--- src/rtl/ws2812b_meter_sched.sv ---
// Frame scheduler and level-to-bar-graph controller feeding a WS2812B meter driver.
// Latency: tick (or queued tick) to frame_start is 2 cycles; bar outputs change on the UPDATE->START edge.
// Backpressure: driver stalls via frame_done; one tick seen while busy is queued, the rest only set overrun.
module ws2812b_meter_sched #(
   parameter int CLK_PERIOD_NS    = 10,
   parameter int FRAME_PERIOD_US  = 16667,
   parameter int LED_N            = 60,
   parameter int LEVEL_W          = 16,
   parameter int DECAY_STEP       = 1,
   parameter int PEAK_HOLD_FRAMES = 30
) (
   input  logic               clk,
   input  logic               reset,
   input  logic               enable,
   input  logic               level_valid,
   input  logic [LEVEL_W-1:0] level,
   input  logic               frame_done,
   output logic               drv_enable,
   output logic               frame_start,
   output logic [15:0]        on_count,
   output logic [15:0]        peak_count,
   output logic [15:0]        max_count,
   output logic               overrun
);

   localparam int FRAME_CYCLES = (FRAME_PERIOD_US * 1000) / CLK_PERIOD_NS;
   localparam int TICK_W       = (FRAME_CYCLES > 1) ? $clog2(FRAME_CYCLES) : 1;
   localparam int PROD_W       = LEVEL_W + 17;

   localparam logic [TICK_W-1:0] TICK_LAST = TICK_W'(FRAME_CYCLES - 1);
   localparam logic [15:0]       LED_MAX   = 16'(LED_N);
   localparam logic [15:0]       DECAY     = 16'(DECAY_STEP);
   localparam logic [15:0]       HOLD_INIT = 16'(PEAK_HOLD_FRAMES);

   typedef enum logic [2:0] {
      IDLE,
      ARMED,
      UPDATE,
      START,
      BUSY
   } state_t;

   state_t              state;
   state_t              stateNext;
   logic [TICK_W-1:0]   tickCnt;
   logic                tick;
   logic                pending;
   logic [15:0]         frameMax;
   logic [15:0]         holdCnt;

   logic [PROD_W-1:0]   product;
   logic [PROD_W-1:0]   scaledFull;
   logic [15:0]         target;
   logic [15:0]         decayedOn;
   logic [15:0]         decayedPeak;
   logic [15:0]         nextOn;
   logic [15:0]         nextPeak;
   logic [15:0]         nextHold;

   assign max_count = LED_MAX;
   assign tick      = (state != IDLE) && (tickCnt == TICK_LAST);

   // Level to LED count: full-width product so nothing is lost before the shift.
   assign product    = PROD_W'(level) * PROD_W'(LED_N + 1);
   assign scaledFull = product >> LEVEL_W;
   assign target     = (scaledFull > PROD_W'(LED_N)) ? LED_MAX : scaledFull[15:0];

   // New bar length and peak marker for the frame being closed.
   always_comb begin
      decayedOn   = (on_count > DECAY) ? (on_count - DECAY) : 16'd0;
      decayedPeak = (peak_count > DECAY) ? (peak_count - DECAY) : 16'd0;
      nextOn      = on_count;
      nextPeak    = peak_count;
      nextHold    = holdCnt;
      if (frameMax >= on_count) begin
         nextOn = frameMax;
      end else begin
         nextOn = (frameMax > decayedOn) ? frameMax : decayedOn;
      end
      if (nextOn >= peak_count) begin
         nextPeak = nextOn;
         nextHold = HOLD_INIT;
      end else if (holdCnt != 16'd0) begin
         nextHold = holdCnt - 16'd1;
      end else begin
         nextPeak = (nextOn > decayedPeak) ? nextOn : decayedPeak;
      end
   end

   // State register.
   always_ff @(posedge clk or posedge reset) begin
      if (reset) begin
         state <= IDLE;
      end else begin
         state <= stateNext;
      end
   end

   // Next-state decode and Moore outputs to the driver.
   always_comb begin
      stateNext   = state;
      drv_enable  = (state != IDLE);
      frame_start = 1'b0;
      case (state)
         IDLE: begin
            if (enable) stateNext = ARMED;
         end
         ARMED: begin
            if (!enable) begin
               stateNext = IDLE;
            end else if (tick || pending) begin
               stateNext = UPDATE;
            end
         end
         UPDATE: begin
            stateNext = START;
         end
         START: begin
            frame_start = 1'b1;
            stateNext   = BUSY;
         end
         BUSY: begin
            if (frame_done) stateNext = enable ? ARMED : IDLE;
         end
         default: begin
            stateNext = IDLE;
         end
      endcase
   end

   // Frame tick counter: free-runs while active, parked at zero in IDLE.
   always_ff @(posedge clk or posedge reset) begin
      if (reset) begin
         tickCnt <= '0;
      end else if (state == IDLE || tickCnt == TICK_LAST) begin
         tickCnt <= '0;
      end else begin
         tickCnt <= tickCnt + TICK_W'(1);
      end
   end

   // Single-entry tick queue plus sticky overrun for ticks that land while the driver is busy.
   always_ff @(posedge clk or posedge reset) begin
      if (reset) begin
         pending <= 1'b0;
         overrun <= 1'b0;
      end else begin
         if (state == IDLE) begin
            pending <= 1'b0;
         end else if (state == UPDATE) begin
            pending <= tick;
         end else if (tick && state != ARMED) begin
            pending <= 1'b1;
         end
         if (state == IDLE && enable) begin
            overrun <= 1'b0;
         end else if (state == BUSY && tick) begin
            overrun <= 1'b1;
         end
      end
   end

   // Frame maximum; a sample in the UPDATE cycle opens the next window.
   always_ff @(posedge clk or posedge reset) begin
      if (reset) begin
         frameMax <= 16'd0;
      end else if (state == UPDATE) begin
         frameMax <= level_valid ? target : 16'd0;
      end else if (state != IDLE && level_valid && target > frameMax) begin
         frameMax <= target;
      end
   end

   // Bar registers only move in UPDATE so the driver never sees a partial change.
   always_ff @(posedge clk or posedge reset) begin
      if (reset) begin
         on_count   <= 16'd0;
         peak_count <= 16'd0;
         holdCnt    <= 16'd0;
      end else if (state == UPDATE) begin
         on_count   <= nextOn;
         peak_count <= nextPeak;
         holdCnt    <= nextHold;
      end
   end

endmodule

--- config.mk ---
export PLATFORM = sky130hd
export DESIGN_NAME = ws2812b_meter_sched
export DESIGN_NICKNAME = d
export VERILOG_FILES = /design/src/rtl/ws2812b_meter_sched.sv
export SDC_FILE = /design/constraint.sdc
export NUM_CORES = 1
export LEC_CHECK = 0
export BUFFER_PORTS_ARGS = -buffer_cell sky130_fd_sc_hd__buf_2
export CAP_MARGIN = 20
export CORE_MARGIN = 3
export CORE_UTILIZATION = 35
export DETAILED_ROUTE_END_ITERATION = 12
export SLEW_MARGIN = 10
export SYNTH_ARGS = -nofsm -noshare
export SYNTH_HDL_FRONTEND = slang
export SYNTH_SLANG_ARGS = --single-unit
--- constraint.sdc ---
create_clock -name clk -period 10.3 [get_ports clk]
set_clock_uncertainty 0.15 [all_clocks]
set_input_delay 1.545 -clock clk [delete_from_list [all_inputs] [get_ports clk]]
set_output_delay 1.545 -clock clk [all_outputs]
set_load 0.02 [all_outputs]
==> key figures <==
Run status
  – Run status: finished clean

CTS
  – Clock-pin transition on the worst setup and hold timing paths: approximately 0.060 ns
  – Hold buffers post-CTS: 0
  – Longest Clk Path Bufs: 2
  – CTS Sinks: 80
  – Setup repair bufs after CTS: 0
  – CTS tree: yes
  – Total CTS buffers: 9
  – # H-tree levels: 3
  – Root buf cell: clkbuf_16
  – Worst-Skew Late Latency: 0.35 ns
  – Post-CTS Resized: 0

Drt
  – Drt pass-1 iters: 5
  – Antenna-violating nets left: 0
  – Total number of vias: between 6k and 7k
  – Drt initial violations: around 280
  – Routed wire length per instance: 13.6 um
  – # DRC: 0
  – Final wirelength: between 15 and 20 mm
  – Vias per cell: about 4.9

Pwr
  – Clk pwr share: 13.3%
  – Peak VDD IR: ~0.00018 V
  – Leak: 4.39 nW
  – Switch Pwr: approximately 1.4 mW
  – Sequential power share: roughly 20%
  – P_int: roughly 1.4 mW
  – Overall power: between 2 and 3 mW
  – Power Dens Cells: 319 nW/um^2
  – Net Sw Frac: roughly half
  – Comb power frac: 66.4%

Final layout
  – Post-layout util: 39.7%
  – Final #Nets: between 1k and 1.5k
  – Final Cell Area: between 8000 and 9000 um^2
  – Final cell count without fillers: approximately 1.2k
  – Layout cells sized above 1: 9.97%
  – Area Growth Syn to Fin: 10.7%
  – Fill cell count: 2218
  – N_diodes: 0

Setup path
  – Slowest stage cell, crit path: fa_1
  – Crit Path Class: in2reg
  – Worst setup EP type: flip-flop
  – Req. time, crit path: ~10 ns
  – R2R depth: 22
  – Startpoint Class: input port
  – CP dominant cell by count: inv_1
  – CP max stage delay: 0.54 ns
  – WP data arrival: a little over 7 ns
  – Worst Path Max Fanout: 6

Yosys
  – Yosys warnings: 0
  – Synth async-reset ratio: 100%
  – Post-synth EDFFs: 0
  – Syn Std Cell Area: approximately 7900 um^2
  – Top-area cell type share of the netlist area: 25.3%
  – Seq/Total Area, Yosys: 25.3%
  – Yosys top cell by area: dfrtp_1
  – Count of different cell masters after synthesis: 68
  – Number of synthesized register bits: 80
  – Ys flop type: dfrtp_1
  – Mapped Cells: about 920
  – Most area-consuming cells after synthesis: dfrtp_1 (25%), ha_1 (15%), fa_1 (10%), inv_1 (6.9%), nor2_1 (4.6%)
  – Syn Area/Cell: 8.63 um^2

Floorplanning
  – Starting Density: between 30% and 40%
  – Core area: roughly 22000 um^2
  – Die W: 156 um
  – I/O pin count: 72
  – FP Rows: 54
  – Die Span Y: 156 um
  – Die Footprint: 24400 um^2

Placed design
  – Placed insts: 1228
  – Final HPWL DP: about 13 mm
  – IO buf count: 55
  – Pre-CTS setup slack: 2.95 ns
  – Placer congestion estimate: approximately 0.83
  – Dpl cell area: between 8000 and 9000 um^2

STA
  – Period minus WS final: 6.96 ns
  – Worst-Margin Slew: roughly 0.80 ns
  – Final Max Slew Viols: 0
  – Period utilisation layout: 67.6%
  – Setup slack after layout: between 3 and 4 ns
  – Hold slack: roughly 0.31 ns
  – RSZ-0062 raised after global routing: no
  – Sum of negative setup slack: 0 ns
  – Final hold vios: 0
  – Setup-failing EPs final: 0
  – Max-Slew Margin vs Limit: 46.4%
  – Max Fclk: approximately 140 MHz

Global routing
  – Vias in the first global route: ~6k
  – Total gr overflow: 0
  – Initial antenna violation count: 0
  – Largest net degree at the start of global routing: 81
  – Global-route wire length before repair: between 20 and 30 mm
  – Total GRT Usage: 14.3%

Min path
  – WHS Path Cells: 1
  – Hold crit path type: reg2reg

Flow run
  – Max-cap violations: 0
kinds of logic (layout without fill, tap and decap cells):
logic type               after synthesis  in the layout  synth area share (%)
AO/OA/AOI/OAI                        143            143                  12.3
XOR/XNOR                              53             53                  5.88
adder cells (fa/ha/maj)              137            137                  25.6
buffers and inverters                186            220                  9.72
flip-flops                            80             80                  25.3
multiplexers                          21             21                  2.77
other                                  2             16                0.0951
AND/OR/NAND/NOR                      293            293                  18.3
sequential cells by signal (all words and copies together), names as in the netlist:
name	cells
overrun	1
frameMax	6
pending	1
peak_count	16
state	3
tickCnt	21
holdCnt	16
on_count	16
synth_stat cells (3+ instances only):
master	count
nand3b_1	3
xnor2_1	34
or4_1	6
o2111ai_1	3
o21ai_1	9
fa_1	41
o21a_1	8
nor4_2	3
nor4_1	10
o221ai_1	4
nor2b_1	7
dfrtp_1	80
xor2_1	19
or3_1	10
a21oi_1	37
nor3_1	19
o21ai_0	28
nand2b_1	9
clkbuf_1	21
and2_1	5
nand3_1	13
a221oi_1	3
nand4_1	23
nor2_1	97
mux2i_1	17
and4_1	3
nand2_1	73
a31oi_1	6
buf_4	16
ha_1	96
a22o_1	4
a21o_1	12
mux2_2	3
inv_1	146
o211ai_1	5
and3_1	3
layer usage:
metal  track usage, %  part of all wire (%)  up-vias
met1             19.5                    49     2873
met3             1.85                   3.3       18
met4             4.50                   1.5        0
met2             23.8                    46       80
li1                 -                     -     3141
met5                0                     0        -
final timing paths:
check / start / to / slack (ns)
hold reg to reg: tickCnt[0]$_DFF_PP0_ / tickCnt[0]$_DFF_PP0_ / 0.31
max in group asynchronous: reset / on_count[5]$_DFFE_PP0P_ / 8.22
setup / recovery: level[8] / frameMax[0]$_DFFE_PP0P_ / 3.34
hold / removal: tickCnt[0]$_DFF_PP0_ / tickCnt[0]$_DFF_PP0_ / 0.31
setup reg to reg: on_count[7]$_DFFE_PP0P_ / peak_count[0]$_DFFE_PP0P_ / 3.84
min in group asynchronous: reset / tickCnt[16]$_DFF_PP0_ / 1.17
worst max-delay path: cells and delay by family:
kind	cells	cell delay, ns
AO/OA/AOI/OAI	10	1.90
XOR/XNOR	1	0.28
adder cells (fa/ha/maj)	5	2.16
buffers and inverters	5	0.37
AND/OR/NAND/NOR	4	0.79
placed cells by master (no fill, tap or decap), types with 9 or more instances in the layout:
cell and count:
inv_1 145, nor2_1 97, ha_1 96, dfrtp_1 80
nand2_1 73, buf_2 55, fa_1 41, a21oi_1 37
xnor2_1 34, o21ai_0 28, nand4_1 23, nor3_1 19
xor2_1 19, mux2i_1 17, conb_1 16, nand3_1 13
a21o_1 12, nor4_1 10, or3_1 10, nand2b_1 9
o21ai_1 9, clkbuf_16 9
power by group through the flow:
stage	clock (mW)	combinational, mW	sequential (mW)
floorplan	0	1.40	0.584
CTS	0.378	1.87	0.568
detailed placement	0	1.86	0.572
global placement	0	1.83	0.570
finish	0.370	1.85	0.569
global route	0.392	2.11	0.591
cell type report:
type	count	area [um^2]	share of cell area, %
repair buffers	60	325	3.72
clock buffers	9	225	2.57
clock inverters	5	106	1.22
flip-flops and latches	80	2000	22.9
inverters	146	549	6.28
well taps	280	350	4.01
multi-input cells	663	5190	59.3
(Power assumes the default switching activity.)
